===== config.mk =====
export PLATFORM = sky130hd
export DESIGN_NAME = corral_engine
export DESIGN_NICKNAME = d
export VERILOG_FILES = /design/src/rtl/corral_pkg.sv /design/src/rtl/corral_step.sv /design/src/rtl/corral_engine.sv
export SDC_FILE = /design/constraint.sdc
export NUM_CORES = 1
export LEC_CHECK = 0
export CAP_MARGIN = 20
export CORE_AREA = 2 2 70 72
export DETAILED_ROUTE_END_ITERATION = 12
export DIE_AREA = 0 0 72 74
export GPL_ROUTABILITY_DRIVEN = 0
export GPL_TIMING_DRIVEN = 0
export PLACE_DENSITY = 0.84
export SYNTH_ARGS = -nofsm -noshare
export SYNTH_HDL_FRONTEND = slang
export SYNTH_SLANG_ARGS = --single-unit
export TNS_END_PERCENT = 10

===== constraint.sdc =====
create_clock -name clock -period 12.9 [get_ports clock]
set_input_delay 2.58 -clock clock [delete_from_list [all_inputs] [get_ports clock]]
set_output_delay 2.58 -clock clock [all_outputs]
set_load 0.02 [all_outputs]

===== src/rtl/corral_pkg.sv =====
// Shared types and helpers for the Corral game engine: directions, FSM states,
// grid positions and the Manhattan distance used to score horse moves.
package corral_pkg;

  typedef logic [3:0] pos_t;

  typedef enum logic [2:0] {
    DIR_N, DIR_NE, DIR_E, DIR_SE, DIR_S, DIR_SW, DIR_W, DIR_NW
  } dir_t;

  typedef enum logic [1:0] {
    ST_OVER, ST_IDLE, ST_COWBOY, ST_SCAN
  } state_t;

  localparam int unsigned DIR_COUNT = 8;
  localparam int unsigned SCAN_LAST = 8;

  function automatic logic [2:0] manhattan(input pos_t a, input pos_t b);
    logic [1:0] dr;
    logic [1:0] dc;
    dr = (a[3:2] > b[3:2]) ? a[3:2] - b[3:2] : b[3:2] - a[3:2];
    dc = (a[1:0] > b[1:0]) ? a[1:0] - b[1:0] : b[1:0] - a[1:0];
    return {1'b0, dr} + {1'b0, dc};
  endfunction

endpackage


===== src/rtl/corral_step.sv =====
// One-cell step on the 4x4 grid; off-grid steps report on_grid_o=0 and
// return the original position unchanged.
module corral_step
  import corral_pkg::*;
(
  input  pos_t       pos_i,
  input  dir_t       dir_i,
  output pos_t       next_pos_o,
  output logic       on_grid_o
);

  // Extra MSB catches both underflow (0-1) and overflow (3+1).
  logic [2:0] row;
  logic [2:0] col;

  always_comb begin
    row = {1'b0, pos_i[3:2]};
    col = {1'b0, pos_i[1:0]};
    unique case (dir_i)
      DIR_N:  row = row - 3'd1;
      DIR_NE: begin row = row - 3'd1; col = col + 3'd1; end
      DIR_E:  col = col + 3'd1;
      DIR_SE: begin row = row + 3'd1; col = col + 3'd1; end
      DIR_S:  row = row + 3'd1;
      DIR_SW: begin row = row + 3'd1; col = col - 3'd1; end
      DIR_W:  col = col - 3'd1;
      DIR_NW: begin row = row - 3'd1; col = col - 3'd1; end
    endcase
  end

  assign on_grid_o  = ~row[2] & ~col[2];
  assign next_pos_o = on_grid_o ? {row[1:0], col[1:0]} : pos_i;

endmodule


===== src/rtl/corral_engine.sv =====
// Corral game core: cowboy step, then a 9-cycle sequential horse flee search.
// Define CORRAL_MOVE_LIMIT_EN to build the move counter and MAX_MOVES loss rule.
module corral_engine
  import corral_pkg::*;
#(
  parameter int unsigned MAX_MOVES    = 12,
  parameter pos_t        START_COWBOY = 4'h0,
  parameter pos_t        START_HORSE  = 4'hF
) (
  input  logic       clock,
  input  logic       reset,
  input  logic       enter,
  input  logic [2:0] move,
  output logic [3:0] cowboy_pos,
  output logic [3:0] horse_pos,
  output logic       gameover,
  output logic       lostwon,
  output logic       ready
);

  if (MAX_MOVES < 1 || MAX_MOVES > 15) begin : g_bad_max_moves
    $error("corral_engine: MAX_MOVES out of range 1..15");
  end
  if (START_COWBOY == START_HORSE) begin : g_bad_start
    $error("corral_engine: START_COWBOY must differ from START_HORSE");
  end

  state_t     state_q, state_d;
  pos_t       cowboy_q, cowboy_d;
  pos_t       horse_q, horse_d;
  logic       gameover_q, gameover_d;
  logic       lostwon_q, lostwon_d;
  logic       ready_q, ready_d;
  dir_t       dir_q, dir_d;
  logic [3:0] k_q, k_d;
  pos_t       best_q, best_d;
  logic [2:0] best_score_q, best_score_d;
`ifdef CORRAL_MOVE_LIMIT_EN
  logic [3:0] cnt_q, cnt_d;
`endif

  pos_t       cow_next;
  logic       cow_on_grid;
  dir_t       cand_dir;
  pos_t       cand_pos;
  logic       cand_on_grid;

  corral_step u_cow_step (
    .pos_i      (cowboy_q),
    .dir_i      (dir_q),
    .next_pos_o (cow_next),
    .on_grid_o  (cow_on_grid)
  );

  // Candidate k (1..8) maps to direction k-1; the 3-bit wrap turns k=8 into NW.
  assign cand_dir = dir_t'(k_q[$clog2(DIR_COUNT)-1:0] - 3'd1);

  corral_step u_scan_step (
    .pos_i      (horse_q),
    .dir_i      (cand_dir),
    .next_pos_o (cand_pos),
    .on_grid_o  (cand_on_grid)
  );

  logic       cand_is_stay;
  pos_t       cand;
  logic       cand_valid;
  logic [2:0] cand_score;
  logic       take;
  pos_t       pick;
  logic [2:0] pick_score;
  pos_t       cow_new;

  always_comb begin
    cand_is_stay = (k_q == '0);
    cand         = cand_is_stay ? horse_q : cand_pos;
    cand_valid   = cand_is_stay | (cand_on_grid & (cand_pos != cowboy_q));
    cand_score   = manhattan(cand, cowboy_q);
    // Stay seeds the running best; later candidates need a strictly better score.
    take         = cand_is_stay | (cand_valid & (cand_score > best_score_q));
    pick         = take ? cand : best_q;
    pick_score   = take ? cand_score : best_score_q;
    cow_new      = cow_on_grid ? cow_next : cowboy_q;
  end

  always_comb begin
    state_d      = state_q;
    cowboy_d     = cowboy_q;
    horse_d      = horse_q;
    gameover_d   = gameover_q;
    lostwon_d    = lostwon_q;
    ready_d      = ready_q;
    dir_d        = dir_q;
    k_d          = k_q;
    best_d       = best_q;
    best_score_d = best_score_q;
`ifdef CORRAL_MOVE_LIMIT_EN
    cnt_d        = cnt_q;
`endif
    unique case (state_q)
      ST_OVER: begin
        if (enter) begin
          cowboy_d   = START_COWBOY;
          horse_d    = START_HORSE;
          gameover_d = 1'b0;
          lostwon_d  = 1'b0;
          state_d    = ST_IDLE;
`ifdef CORRAL_MOVE_LIMIT_EN
          cnt_d      = '0;
`endif
        end
      end
      ST_IDLE: begin
        if (enter) begin
          dir_d   = dir_t'(move);
          ready_d = 1'b0;
          state_d = ST_COWBOY;
        end
      end
      ST_COWBOY: begin
        cowboy_d = cow_new;
        k_d      = '0;
`ifdef CORRAL_MOVE_LIMIT_EN
        cnt_d    = cnt_q + 4'd1;
`endif
        if (cow_new == horse_q) begin
          gameover_d = 1'b1;
          lostwon_d  = 1'b1;
          ready_d    = 1'b1;
          state_d    = ST_OVER;
        end else begin
          state_d = ST_SCAN;
        end
      end
      ST_SCAN: begin
        best_d       = pick;
        best_score_d = pick_score;
        k_d          = k_q + 4'd1;
        if (k_q == 4'(SCAN_LAST)) begin
          horse_d = pick;
          ready_d = 1'b1;
          k_d     = '0;
          state_d = ST_IDLE;
`ifdef CORRAL_MOVE_LIMIT_EN
          if (cnt_q == 4'(MAX_MOVES)) begin
            gameover_d = 1'b1;
            lostwon_d  = 1'b0;
            state_d    = ST_OVER;
          end
`endif
        end
      end
    endcase
  end

  always_ff @(posedge clock or posedge reset) begin
    if (reset) begin
      state_q      <= ST_OVER;
      cowboy_q     <= START_COWBOY;
      horse_q      <= START_HORSE;
      gameover_q   <= 1'b1;
      lostwon_q    <= 1'b0;
      ready_q      <= 1'b1;
      dir_q        <= DIR_N;
      k_q          <= '0;
      best_q       <= '0;
      best_score_q <= '0;
`ifdef CORRAL_MOVE_LIMIT_EN
      cnt_q        <= '0;
`endif
    end else begin
      state_q      <= state_d;
      cowboy_q     <= cowboy_d;
      horse_q      <= horse_d;
      gameover_q   <= gameover_d;
      lostwon_q    <= lostwon_d;
      ready_q      <= ready_d;
      dir_q        <= dir_d;
      k_q          <= k_d;
      best_q       <= best_d;
      best_score_q <= best_score_d;
`ifdef CORRAL_MOVE_LIMIT_EN
      cnt_q        <= cnt_d;
`endif
    end
  end

  assign cowboy_pos = cowboy_q;
  assign horse_pos  = horse_q;
  assign gameover   = gameover_q;
  assign lostwon    = lostwon_q;
  assign ready      = ready_q;

endmodule

==> results.toml <==
[finish]
syn2layout_area_growth_pct = 12.5
multi_input_area_um2 = 1630
antennaDiodeCount = 0
drive_gt1_share_pct = 12.1
fillCellCount = 395
register_area_um2 = 683
fin_nets = 324
fin_util_pct = 59.6

[sta]
slew_viol_final = 0
clock.fmax_mhz = 157
finalHoldViolations = 0
setup_viol = 0
final.period_utilization_pct = 49.3
worst_pin_slew_ps = 886
finalSetupTns_ps = 0
max-slew-margin-rel_pct = 40.6
rsz0062_at_grt = "no"
finalWorstPathRequiredPeriod_ps = 6360
fin_skew_ps = 6.38

[clock_network]
cts_root_buf = "clkbuf_8"
clock_sinks = 27
cts_buffers = 3
post_cts_resized = 0
h-tree-depth = 1
clock_latency_ps = 280
postCtsSetupRepairBufs = 0
tritoncts = "done"
hold_buffers = 0
clkTransAtPathRegs_ps = 100
cts_buffer_depth = 2

[route]
routed_wl_mm = 5.33
drt_iter0_markers = 135
ant_nets = 0
vias = 2060
via_per_inst = 6.01
wl_per_cell_um = 15.5
detail_route.first_pass.iterations = 4
drcViolationCount = 0

[synthesis]
seq_area_frac_synth_pct = 28.0
synthXorXnorAreaFrac_pct = 1.80
synth.distinct_cells = 60
synth_compound_area_share_pct = 21.7
yosys.area_share.simple_pct = 20.5
async_reset_ff_share_pct = 100
synth-edff-count = 0
syn_area_um2 = 2440
ys.flop_type = "dfrtp_1"
synth_top_family_by_area = "compound AO/OA/AOI/OAI gates"
postSynthCellCount = 268
synth_warnings = 0
synth_fp_nets = 302
synth_seq_cells = 27
synth.mux.area_fraction_pct = 6.52
synthAdderAreaFrac_pct = 16.5
syn_avg_cell_area_um2 = 9.09

[floorplanning]
fp.dieW_um = 72
ios = 17
start_util_pct = 53.0
core-area_um2 = 4600
fp-row-count = 25
die_h_um = 74
die-area_um2 = 5330

[critical_path]
slowest_delay_ps = 590
crit_slowest_cell = "fa_1"
worstRegToRegCells = 25
cp.arrival_ps = 6530
cp.depth = 25
path_buf_inv = 2
criticalPathCategory = "reg2reg"
critPathTopFamily = "adder cells"
critPathRequiredTime_ps = 13070
worstPathMaxFanout = 9
critPathLaunchType = "register"
cp-end-kind = "register"

[global_routing]
antenna_found_initial = 0
grt_pass1_vias = 2034
grt_first_pass_wirelength_mm = 9.24
grtUsageTotal_pct = 21.8
grt_max_degree = 28
grt_overflow = 0

[run_status]
outcome = "finished clean"

[hold_path]
hold_class = "reg2reg"
hold-path-cell-count = 2

[place]
io_buffers = 16
hpwl_mm = 3.99

[run]
drv_cap = 0
==> tightest hold or removal path: stages, from the launching register on <==
cell and delay (ps):
dfstp_2 390, nand2_1 50, a2bb2oi_1 50
==> sequential cells by signal, summed over array words and instances, names as in the netlist <==
signal	count
best_q	4
cowboy_pos	4
horse_pos	4
k_q	4
best_score_q	3
dir_q	3
state_q	2
gameover	1
lostwon	1
ready	1
==> synthesized netlist by cell type (all sizes together), types with 4 or more instances <==
| cell type | count | share of area (%) |
|---|---|---|
| dfstp | 6 | 6.5 |
| nand2b | 8 | 2.1 |
| inv | 26 | 4.0 |
| fa | 7 | 5.7 |
| mux2 | 8 | 4.5 |
| dfrtp | 21 | 22 |
| o21ai | 18 | 3.7 |
| mux2i | 5 | 2.1 |
| nor3 | 9 | 1.8 |
| nor2 | 24 | 3.7 |
| a211oi | 8 | 2.7 |
| nand2 | 21 | 3.2 |
| nor2b | 8 | 2.1 |
| nand3 | 5 | 1.5 |
| or2 | 4 | 1.0 |
| a21oi | 13 | 2.8 |
| ha | 21 | 11 |
==> cells by family (layout without fill, tap and decap cells) <==
kind of cell	Yosys count	in the layout
simple gates	93	93
fa+ha+maj	28	28
xor+xnor	5	5
buf+inv	31	52
compound gates	71	71
mux	13	13
flops	27	27
==> per-stage QoR <==
step                      cell area, µm²  setup slack (ps)  std cells  hold slack [ps]
final                               2740              6540        343              485
after global routing                2740              6050        343              518
after CTS                           2710              6570        342              490
after detailed placement            2670              6610        338              477
after global placement              2670              6800        338              471
after floorplan                     2440              7190        268              473
==> worst paths after layout <==
check	start	endpoint	slack, ps
max in group asynchronous	reset	ready	9710
min in group asynchronous	reset	best_score_q[0]	2640
worst max-delay path	k_q[0]	best_score_q[0]	6540
worst max register to register	k_q[0]	best_score_q[0]	6540
worst min-delay path	gameover	gameover	490
worst min register to register	gameover	gameover	490
==> cell type report <==
type | count | share of cell area (%)
clock inverter | 1 | 0.274
tap | 54 | 2.46
sequential | 27 | 24.9
timing repair buffer | 17 | 6.85
multi-input combinational | 210 | 59.6
clock buffer | 3 | 1.51
buffer | 5 | 0.822
inverter | 26 | 3.56
==> cell usage in the layout, fill, tap and decap left out, types with 4 or more instances in the layout <==
master,Yosys,final
dfstp_2,6,6
mux2i_1,5,5
dfrtp_1,21,21
nand3_1,4,4
clkdlybuf4s50_1,0,16
nor2_1,24,24
inv_1,26,26
nor2b_1,8,8
o21ai_0,16,16
a21oi_1,12,12
nor3_1,9,9
a211oi_1,7,7
nand2b_1,8,8
mux2_4,5,5
fa_1,7,7
ha_1,21,21
nand2_1,21,21
==> per-layer routing <==
layer  wire, µm  global-route usage (%)  part of all wire [%]
met1       2320                    29.6                    43
met3        267                    2.57                   5.0
met2       2670                    37.8                    50
met4         76                    5.03                   1.4
met5          0                       0                     0
Power is left out: the tool's default activity adds up to more than one toggle a clock period on the data nets, which glitch-free logic cannot reach.
